[config.mk]
export PLATFORM = sky130hd
export DESIGN_NAME = div32_seq
export DESIGN_NICKNAME = d
export VERILOG_FILES = /design/src/rtl/div_pkg.sv /design/src/rtl/sub_borrow33.sv /design/src/rtl/div32_seq.sv
export SDC_FILE = /design/constraint.sdc
export NUM_CORES = 1
export LEC_CHECK = 0
export CORE_AREA = 2 2 127 160
export CTS_BUF_LIST = sky130_fd_sc_hd__clkbuf_4 sky130_fd_sc_hd__clkbuf_8
export DETAILED_ROUTE_END_ITERATION = 10
export DIE_AREA = 0 0 129 162
export GPL_TIMING_DRIVEN = 0
export PLACE_DENSITY_LB_ADDON = 0.1
export RECOVER_POWER = 50
export SETUP_SLACK_MARGIN = 0.3
export SLEW_MARGIN = 20
export SYNTH_ARGS = -nofsm -noshare
export SYNTH_HDL_FRONTEND = slang
export SYNTH_SLANG_ARGS = --single-unit
[constraint.sdc]
create_clock -name clk -period 3.75 [get_ports clk]
set_input_delay 0.375 -clock clk [delete_from_list [all_inputs] [get_ports clk]]
set_output_delay 0.375 -clock clk [all_outputs]
set_load 0.1 [all_outputs]
[src/rtl/div_pkg.sv]
// Purpose : shared constants and state type for the sequential divider.
// Latency : n/a (declarations only).
// Backpressure: n/a.
package div_pkg;

    localparam int DIV_WIDTH = 32;  // operand / quotient / remainder width
    localparam int DIV_ITER  = 32;  // one quotient bit retired per RUN cycle
    localparam int DIV_CNT_W = 6;   // iteration counter width

    typedef enum logic [1:0] {
        IDLE = 2'd0,
        RUN  = 2'd1,
        DONE = 2'd2
    } div_state_t;

endpackage

[src/rtl/sub_borrow33.sv]
// Purpose : 33-bit trial subtract A - B, done as A + ~B + 1.
// Latency : combinational.
// Backpressure: none.
// Ports   : i_a, i_b (33-bit operands); o_diff (low 32 bits of A - B);
//           o_borrow (bit 32 of the 33-bit difference, 1 when A < B).
module sub_borrow33 (
    input  logic [32:0] i_a,
    input  logic [32:0] i_b,
    output logic [31:0] o_diff,
    output logic        o_borrow
);

    logic [32:0] w_t;

    // Inverse of the carry-in adder: add the one's complement with carry-in 1.
    // Bit 32 of the result is the borrow as long as |A - B| < 2^32, which the
    // divider guarantees because its partial remainder is always below D.
    assign w_t      = i_a + ~i_b + 33'd1;
    assign o_diff   = w_t[31:0];
    assign o_borrow = w_t[32];

endmodule

[src/rtl/div32_seq.sv]
// Purpose : iterative restoring divider, one quotient bit per clock.
// Latency : 33 cycles start-to-done; 1 cycle for divide by zero.
// Backpressure: none; start is only sampled in IDLE, anything else is dropped.
// Ports   : clk, rst_n (async active-low); start + dividend/divisor request;
//           busy while iterating; done one-cycle result pulse; quotient,
//           remainder, div_zero held until the next accepted start.
// Option  : define DIV32_SIGNED_EN to add the sign input and signed division.
module div32_seq
    import div_pkg::*;
#(
    parameter int WIDTH = DIV_WIDTH
) (
    input  logic             clk,
    input  logic             rst_n,
    input  logic             start,
    input  logic [WIDTH-1:0] dividend,
    input  logic [WIDTH-1:0] divisor,
`ifdef DIV32_SIGNED_EN
    input  logic             sign,
`endif
    output logic             busy,
    output logic             done,
    output logic [WIDTH-1:0] quotient,
    output logic [WIDTH-1:0] remainder,
    output logic             div_zero
);

    div_state_t             r_state;
    div_state_t             w_state_nxt;
    logic [WIDTH-1:0]       r_rem;   // partial remainder (top bit of the 33-bit R is always 0)
    logic [WIDTH-1:0]       r_q;     // dividend shifts out, quotient bits shift in
    logic [WIDTH-1:0]       r_d;
    logic [DIV_CNT_W-1:0]   r_cnt;

    logic                   w_accept;
    logic                   w_div0;
    logic                   w_last;
    logic [WIDTH:0]         w_trial;
    logic [WIDTH-1:0]       w_diff;
    logic                   w_borrow;
    logic [WIDTH-1:0]       w_rem_nxt;
    logic [WIDTH-1:0]       w_q_nxt;
    logic [WIDTH-1:0]       w_a_mag;
    logic [WIDTH-1:0]       w_b_mag;
    logic [WIDTH-1:0]       w_q_res;
    logic [WIDTH-1:0]       w_r_res;

    assign w_accept = (r_state == IDLE) && start;
    assign w_div0   = (divisor == '0);
    assign w_last   = (r_cnt == DIV_CNT_W'(DIV_ITER - 1));

    // Shift the next dividend bit into the partial remainder and try D.
    assign w_trial = {r_rem, r_q[WIDTH-1]};

    sub_borrow33 u_sub (
        .i_a      (w_trial),
        .i_b      ({1'b0, r_d}),
        .o_diff   (w_diff),
        .o_borrow (w_borrow)
    );

    // Restore on borrow by keeping the shifted value instead of the difference.
    assign w_rem_nxt = w_borrow ? w_trial[WIDTH-1:0] : w_diff;
    assign w_q_nxt   = {r_q[WIDTH-2:0], ~w_borrow};

`ifdef DIV32_SIGNED_EN
    logic r_neg_q;
    logic r_neg_r;

    // -2^31 maps to 0x80000000, which is the right unsigned magnitude.
    assign w_a_mag = (sign && dividend[WIDTH-1]) ? -dividend : dividend;
    assign w_b_mag = (sign && divisor[WIDTH-1])  ? -divisor  : divisor;
    assign w_q_res = r_neg_q ? -w_q_nxt   : w_q_nxt;
    assign w_r_res = r_neg_r ? -w_rem_nxt : w_rem_nxt;

    always_ff @(posedge clk or negedge rst_n) begin
        if (!rst_n) begin
            r_neg_q <= 1'b0;
            r_neg_r <= 1'b0;
        end else if (w_accept) begin
            r_neg_q <= sign && (dividend[WIDTH-1] ^ divisor[WIDTH-1]);
            r_neg_r <= sign && dividend[WIDTH-1];
        end
    end
`else
    assign w_a_mag = dividend;
    assign w_b_mag = divisor;
    assign w_q_res = w_q_nxt;
    assign w_r_res = w_rem_nxt;
`endif

    // State register.
    always_ff @(posedge clk or negedge rst_n) begin
        if (!rst_n) begin
            r_state <= IDLE;
        end else begin
            r_state <= w_state_nxt;
        end
    end

    // Next state and status outputs.
    always_comb begin
        w_state_nxt = r_state;
        busy        = 1'b0;
        done        = 1'b0;
        case (r_state)
            IDLE: begin
                if (start) begin
                    w_state_nxt = w_div0 ? DONE : RUN;
                end
            end
            RUN: begin
                busy = 1'b1;
                if (w_last) begin
                    w_state_nxt = DONE;
                end
            end
            DONE: begin
                done        = 1'b1;
                w_state_nxt = IDLE;
            end
            default: w_state_nxt = IDLE;
        endcase
    end

    // Datapath and result registers. Results are written only on the final
    // iteration (or immediately for divide by zero), so no partial value is
    // ever visible on quotient/remainder.
    always_ff @(posedge clk or negedge rst_n) begin
        if (!rst_n) begin
            r_rem     <= '0;
            r_q       <= '0;
            r_d       <= '0;
            r_cnt     <= '0;
            quotient  <= '0;
            remainder <= '0;
            div_zero  <= 1'b0;
        end else if (w_accept) begin
            r_rem <= '0;
            r_q   <= w_a_mag;
            r_d   <= w_b_mag;
            r_cnt <= '0;
            if (w_div0) begin
                quotient  <= '1;
                remainder <= dividend;
                div_zero  <= 1'b1;
            end else begin
                div_zero  <= 1'b0;
            end
        end else if (r_state == RUN) begin
            r_rem <= w_rem_nxt;
            r_q   <= w_q_nxt;
            r_cnt <= r_cnt + DIV_CNT_W'(1);
            if (w_last) begin
                quotient  <= w_q_res;
                remainder <= w_r_res;
            end
        end
    end

endmodule

==> results.md, run 1 <==
| Stage | Result | Value |
| --- | --- | --- |
| outcome | Result of the run | finished with violations |
| outcome | Failing checks | max-capacitance violations, max-slew violations |
| yosys | Gate Count Post-Synth | 1,098 |
| global route | GR Util All Layers | 0.271 |
| yosys | Synth async-reset ratio | 1.00 |
| global route | Sum of overflow across all layers after global routing | 0 |
| drt | Number of DRC markers in iteration 0 | 735 |
| timing | Unrepaired setup endpoints after global routing | yes |
| yosys | Distinct cell type count of the synthesized netlist | 68 |
| global route | Number of global-route vias before repair | 8,336 |
| worst setup path | Number of cell instances on the worst register-to-register path | 14 |
| worst setup path | Arrival time of the worst setup path | 3790 ps |
| drt | DRC violations left | 0 |
| placement | Count of port buffers added during placement | 133 |
| clock tree | CTS H-tree lvls | 4 |
| hold path | Worst hold path depth | 3 |
| placement | RePlAce Congestion | 0.980 |
| timing | Worst Clk Skew | 14.9 ps |
| worst setup path | Crit path launch type | register |
| clock tree | Maximum buffer depth of the clock tree | 2 |
| drt | Vias/cell | 5.64 |
| clock tree | Clock Tree Root | sky130_fd_sc_hd__clkbuf_8 |
| timing | Final hold violation count | 0 |
| timing | Fin worst setup slack | 325 ps |
| final layout | Antenna diodes | 0 |
| yosys | Main synth FF type | sky130_fd_sc_hd__dfrtp_1 |
| worst setup path | Most Frequent Cell on Critical Path | sky130_fd_sc_hd__and3_4 |
| die | Core Area | 0.0193 mm^2 |
| clock tree | TritonCTS clock tree | yes |
| timing | Slew of the pin with the lowest slew margin | 1940 ps |
| yosys | Net count after synthesis | 1,199 |
| drt | TritonRoute pass-1 iters | 6 |
| clock tree | Number of sinks driven by the clock tree | 169 |
| hold path | Path class of the lowest-slack min-delay path | input port to register |
| worst setup path | Worst path required time | 4110 ps |
| yosys | Synthesized area per cell | 8.72 um^2 |
| global route | Maximum number of pins on one net before global-route repair | 77 |
| timing | Share of the cycle needed by the critical path after routing | 0.913 |
| timing | Period minus WS final | 3430 ps |
| final layout | Area growth from synthesis to layout | 24.0% |
| worst setup path | Worst stage delay on the critical path | 400 ps |
| die | IO Count | 134 |
| clock tree | Source-to-sink clock delay at the later pin of the worst-skew pair | 480 ps |
| die | Row cnt | 57 |
| worst setup path | Worst-path cell chain | inv_1 -> ha_2 -> fa_2 -> nand2b_1 -> a21o_1 -> a211oi_2 -> a21oi_2 -> and3_4 -> or3_4 -> buf_6 -> buf_8 -> and3_4 -> a211oi_4 -> o21ai_1 |
| worst setup path | Type of the worst setup path | register to register |
| drt | Drt total wl | 27,700 um |
| timing | Worst slew margin relative to its limit | -0.292 |
| final layout | Storage element area | 0.00423 mm^2 |
| timing | Highest achievable clock rate | 0.292 GHz |
| timing | Final number of setup-violating endpoints | 0 |
| final layout | Net count of the finished layout | 1,359 |
| yosys | Number of synthesized register bits | 169 |
| drt | Routed wire length per instance | 18.0 um |
| die | Initial Util | 0.496 |
| final layout | Number of filler cells placed in the layout | 1,742 |
| yosys | Post-synthesis sequential area ratio | 0.441 |
| drt | Remaining number of nets flagged by the antenna check after routing | 0 |
| die | Full die area | 0.0209 mm^2 |
| yosys | Yosys Warn Count | 0 |
| yosys | Number of synthesized flops with an enable pin | 0 |
| final layout | Share of cells above drive strength 1 | 0.0889 |
| worst setup path | Crit-path max FO | 10 |
| yosys | Mapped Area | 0.00958 mm^2 |
| die | Die X | 129 um |
| job | Max-cap viol count | 1 |
| global route | Number of antenna violations at the first check in global routing | 0 |
| global route | Global-route wire length before repair | 44,000 um |
| die | Floorplan die height | 162 um |
| final layout | Combined area of the multi-input logic cells | 0.00502 mm^2 |
| clock tree | CTS clock-pin slew for the worst setup and hold paths | 100 ps |
| worst setup path | Slowest CP cell | sky130_fd_sc_hd__or3_4 |
| worst setup path | Worst setup EP type | register |
| clock tree | Total clock buffers created by CTS | 17 |
| placement | Detailed Place HPWL | 21,000 um |
| timing | WHS | 480 ps |
| drt | Via count | 8,662 |
| timing | Max-slew violation count | 34 |
| placement | Worst slack after detailed placement | 74.0 ps |
-- repair_timing --
item                                    CTS  global route
endpoints found under the setup margin   37            55
hold buffers                              1             0
endpoints found under the hold margin    33             0
gates resized for setup                  11            24
buffers inserted                          1             3
cloned                                    0             1
pin swaps                                 1            13
-- per-layer routing --
layer  vias to the layer above  track usage  wire length (um)  share of wire
met3                        41       0.0303              1310          0.047
met1                      4125        0.364             12100           0.44
met2                       280        0.450             13600           0.49
li1                       4216            -                 -              -
met4                         0        0.104               699          0.025
met5                         -            0                 0              0
-- state kept, by name, summed over array words and instances, names as in the netlist --
register / count
r_d: 32
r_rem: 32
remainder: 32
r_cnt: 6
r_q: 32
quotient: 32
div_zero: 1
r_state: 2
-- through the flow --
stage	utilization	TNS [ps]	cells	area (um^2)
finish	0.615	0	1536	11900
global route	0.615	0	1536	11900
CTS	0.609	0	1532	11800
detailed placement	0.585	0	1498	11300
global placement	0.582	-800740	1496	11200
floorplan	-	0	1098	9580
-- path summary, 6_finish.rpt --
path                              start            end  slack [ps]
hold / removal              divisor[23]        r_d[23]         480
hold reg to reg            remainder[7]   remainder[7]         500
setup reg to reg                r_q[31]  remainder[18]         320
min in group asynchronous         rst_n       r_rem[4]         970
max in group asynchronous         rst_n      r_rem[24]        1280
setup / recovery                r_q[31]  remainder[18]         320
-- kinds of logic after synthesis --
family                     Yosys count  synth area share
adders and majority gates           34            0.0452
and+or+nand+nor                    330             0.170
xor gates and xnor gates            27            0.0247
AOI/OAI and AO/OA                  418             0.262
muxes                                7           0.00758
buffers and inverters              113            0.0491
DFF                                169             0.441
-- cell type report --
type                            instances  area share
Multi-Input combinational cell        816       0.422
Sequential cell                       169       0.356
Clock inverter                         14      0.0125
Buffer                                 71      0.0273
Timing Repair Buffer                  141       0.120
Clock buffer                           18      0.0209
Inverter                               42      0.0133
Tap cell                              265      0.0279
-- cell usage after synthesis (8+ instances only) --
| library cell | number | area [um^2] |
|---|---|---|
| sky130_fd_sc_hd__inv_1 | 42 | 158 |
| sky130_fd_sc_hd__and3_4 | 11 | 124 |
| sky130_fd_sc_hd__o21ai_1 | 41 | 205 |
| sky130_fd_sc_hd__o21ai_0 | 116 | 581 |
| sky130_fd_sc_hd__a22oi_1 | 31 | 233 |
| sky130_fd_sc_hd__a21o_1 | 12 | 90.1 |
| sky130_fd_sc_hd__a211oi_2 | 12 | 150 |
| sky130_fd_sc_hd__nor2_1 | 92 | 345 |
| sky130_fd_sc_hd__a21oi_1 | 135 | 676 |
| sky130_fd_sc_hd__nand2_1 | 114 | 428 |
| sky130_fd_sc_hd__nor4_1 | 8 | 50.1 |
| sky130_fd_sc_hd__a211oi_1 | 12 | 90.1 |
| sky130_fd_sc_hd__or3_1 | 10 | 62.6 |
| sky130_fd_sc_hd__nand2b_1 | 9 | 56.3 |
| sky130_fd_sc_hd__xor2_1 | 12 | 105 |
| sky130_fd_sc_hd__o211ai_1 | 8 | 60.1 |
| sky130_fd_sc_hd__clkbuf_1 | 50 | 188 |
| sky130_fd_sc_hd__buf_1 | 8 | 30.0 |
| sky130_fd_sc_hd__ha_1 | 33 | 413 |
| sky130_fd_sc_hd__nor2b_1 | 38 | 238 |
| sky130_fd_sc_hd__nand3_1 | 9 | 45.0 |
| sky130_fd_sc_hd__xnor2_1 | 15 | 131 |
| sky130_fd_sc_hd__dfrtp_1 | 169 | 4230 |
-- cells in the final DEF, fill, tap and decap left out, types with 12 or more instances in the layout --
master,instances
sky130_fd_sc_hd__dfrtp_1,169
sky130_fd_sc_hd__a21oi_1,133
sky130_fd_sc_hd__clkdlybuf4s50_1,128
sky130_fd_sc_hd__o21ai_0,116
sky130_fd_sc_hd__nand2_1,114
sky130_fd_sc_hd__nor2_1,92
sky130_fd_sc_hd__clkbuf_1,51
sky130_fd_sc_hd__inv_1,42
sky130_fd_sc_hd__o21ai_1,40
sky130_fd_sc_hd__nor2b_1,38
sky130_fd_sc_hd__ha_1,32
sky130_fd_sc_hd__a22oi_1,31
sky130_fd_sc_hd__clkbuf_8,18
sky130_fd_sc_hd__xnor2_1,15
sky130_fd_sc_hd__a21o_1,12
sky130_fd_sc_hd__xor2_1,12
-- worst max-delay path, delay by kind of cell, from the launching register on --
kind	cells	cell delay, ps
simple gates	4	980
flops	1	380
buf+inv	3	390
compound gates	5	990
fa+ha+maj	2	570
Power of run 1 is not shown: default switching activity piles up to over one toggle a cycle in this logic, so the estimate is an artifact.
==> inputs of run 2 (changes only) <==
- CORE_AREA: 2 2 127 160 -> 10 10 135 168
- DIE_AREA: 0 0 129 162 -> 0 0 145 178
==> run 2 against run 1 <==
Effect of this change: the run still ends with max-capacitance violations, max-slew violations left; wire length rose by 3.0%; hold slack got worse by 15 ps; final cell count down 0.20%; core utilization is 0.41 points lower; non-clock buffer count decreased by 3; setup slack better by 56 ps; design area down 0.66%; die area is 24% higher; global-route usage decreased by 5.1 points; via count shrank 1.2%; first-iteration DRC count shrank 22%; largest cell class unchanged.
==> results.md, run 2 (synthesized netlist as in run 1, its figures left out) <==
| Stage | Result | Value | Delta |
| --- | --- | --- | --- |
| clock tree | TritonCTS clock tree | yes |  |
| die | Floorplan die height | 178 um | +9.9% |
| die | IO Count | 134 | unchanged |
| final layout | Net count of the finished layout | 1,356 | -0.22% |
| worst setup path | Worst-path cell chain | inv_2 -> ha_2 -> fa_2 -> nand2b_4 -> a21o_1 -> a211oi_2 -> a21oi_2 -> and3_4 -> or3_4 -> buf_8 -> buf_8 -> and3_4 -> a211oi_4 -> o21ai_1 |  |
| drt | Drt total wl | 28,500 um | +3.0% |
| timing | Final number of setup-violating endpoints | 0 | unchanged |
| drt | Number of DRC markers in iteration 0 | 574 | -22% |
| placement | Detailed Place HPWL | 22,100 um | +5.3% |
| global route | Number of antenna violations at the first check in global routing | 0 | unchanged |
| global route | GR Util All Layers | 0.220 | -0.0511 |
| outcome | Result of the run | finished with violations |  |
| worst setup path | Slowest CP cell | sky130_fd_sc_hd__dfrtp_1 |  |
| drt | Routed wire length per instance | 18.6 um | +3.2% |
| final layout | Area growth from synthesis to layout | 23.2% |  |
| job | Max-cap viol count | 1 | unchanged |
| placement | Placed cell count | 1,497 | -0.067% |
| timing | Worst slew margin relative to its limit | -0.456 | -0.164 |
| worst setup path | Type of the worst setup path | register to register |  |
| drt | TritonRoute pass-1 iters | 5 | -1 |
| clock tree | Clock Tree Root | sky130_fd_sc_hd__clkbuf_8 |  |
| final layout | Most common cell after layout, fill and taps aside | sky130_fd_sc_hd__dfrtp_1 |  |
| clock tree | Number of sinks driven by the clock tree | 169 | unchanged |
| worst setup path | Kind of cell adding the most delay to the critical path | simple AND/OR/NAND/NOR gates |  |
| drt | Via count | 8,561 | -1.2% |
| worst setup path | Crit path launch type | register |  |
| die | Full die area | 0.0258 mm^2 | +24% |
| timing | Worst Clk Skew | 12.6 ps | -2.33 ps |
| final layout | Top library cells by usage in the layout, fill and taps aside | sky130_fd_sc_hd__dfrtp_1, sky130_fd_sc_hd__a21oi_1, sky130_fd_sc_hd__clkdlybuf4s50_1, sky130_fd_sc_hd__o21ai_0, sky130_fd_sc_hd__nand2_1 |  |
| global route | Sum of overflow across all layers after global routing | 0 | unchanged |
| worst setup path | Worst stage delay on the critical path | 410 ps | about the same |
| timing | Highest achievable clock rate | 0.297 GHz | +1.7% |
| timing | Max-slew violation count | 87 | +160% |
| die | Row cnt | 57 | unchanged |
| drt | DRC violations left | 0 | unchanged |
| clock tree | Total clock buffers created by CTS | 17 | unchanged |
| timing | Period minus WS final | 3370 ps | -56.4 ps |
| clock tree | CTS clock-pin slew for the worst setup and hold paths | 110 ps | about the same |
| worst setup path | Crit-path max FO | 10 | unchanged |
| global route | Global-route wire length before repair | 45,900 um | +4.1% |
| placement | Count of port buffers added during placement | 133 | unchanged |
| final layout | Share of cells above drive strength 1 | 0.0836 | -0.00531 |
| clock tree | Maximum buffer depth of the clock tree | 2 | unchanged |
| final layout | Cell Count, Final, Fillers Out | 1,533 | -0.20% |
| worst setup path | Startpoint of the worst register-to-register path | r_q[31] |  |
| timing | Share of the cycle needed by the critical path after routing | 0.898 | -0.0150 |
| clock tree | Source-to-sink clock delay at the later pin of the worst-skew pair | 490 ps | about the same |
| die | Die X | 145 um | +12% |
| die | Core Area | 0.0193 mm^2 | unchanged |
| hold path | Path class of the lowest-slack min-delay path | input port to register |  |
| drt | Remaining number of nets flagged by the antenna check after routing | 0 | unchanged |
| die | Initial Util | 0.496 | unchanged |
| global route | Maximum number of pins on one net before global-route repair | 88 | +14% |
| timing | Unrepaired setup endpoints after global routing | yes |  |
| timing | Final hold violation count | 0 | unchanged |
| global route | Number of global-route vias before repair | 8,569 | +2.8% |
| hold path | Startpoint of the tightest hold check path | divisor[22] |  |
| drt | Vias/cell | 5.58 | -0.97% |
| worst setup path | Arrival time of the worst setup path | 3750 ps | -40 ps |
| placement | RePlAce Congestion | 0.955 | -2.5% |
| clock tree | CTS H-tree lvls | 4 | unchanged |
| worst setup path | Worst setup EP type | register |  |
| worst setup path | Worst path required time | 4130 ps | +20 ps |
| worst setup path | Buf+Inv Stages, Crit Path | 3 | unchanged |
| timing | Slew of the pin with the lowest slew margin | 2180 ps | +246 ps |
| outcome | Failing checks | max-capacitance violations, max-slew violations |  |
| final layout | Antenna diodes | 0 | unchanged |
| worst setup path | Setup crit start | r_q[31] |  |
run 2: final cells by class:
cell class	instances	area (um^2)
repair buffers	138	1380
plain buffers	71	322
fillers	1789	7520
well taps	265	332
clock inverters	14	151
inverters	42	158
flip-flops and latches	169	4230
multi-input cells	816	4980
clock buffers	18	248
run 2: per-layer routing:
metal,up-vias,GRT usage,part of all wire
met5,-,0,0
met1,4067,0.274,0.43
li1,4196,-,-
met2,248,0.375,0.49
met3,50,0.0368,0.053
met4,0,0.0853,0.031
run 2: worst paths after layout:
check / end / slack [ps] / cells after the start
min in group asynchronous: r_d[7] / 1060 / 2
worst min register to register: div_zero / 480 / 2
worst min-delay path: r_d[22] / 460 / 3
worst max-delay path: remainder[10] / 380 / 14
worst max register to register: remainder[10] / 380 / 14
max in group asynchronous: quotient[17] / 1400 / 2
run 2: tightest hold or removal path: stages:
cell and delay, ps:
sky130_fd_sc_hd__clkdlybuf4s50_1 420, sky130_fd_sc_hd__nand2_1 60, sky130_fd_sc_hd__o21ai_0 60
run 2: metrics by stage:
step | hold slack [ps] | util | setup TNS (ps) | cell area [um^2] | setup slack, ps
after global placement | 465 | 0.582 | -802440 | 11200 | -4770
final | 465 | 0.611 | 0 | 11800 | 381
after global routing | 486 | 0.611 | 0 | 11800 | 276
after CTS | 463 | 0.609 | 0 | 11800 | 305
after floorplan | 79.4 | - | 0 | 9580 | 728
after detailed placement | 428 | 0.583 | 0 | 11300 | 52.2
run 2: what timing repair did:
item | 4_1_cts | 5_1_grt
pin swaps | 1 | 11
endpoints found under the hold margin | 86 | 0
setup buffers | 2 | 0
hold buffers | 1 | 0
setup endpoints to repair | 40 | 54
gates resized for setup | 14 | 14
cloned | 0 | 1
Power of run 2 is left out for the same reason.
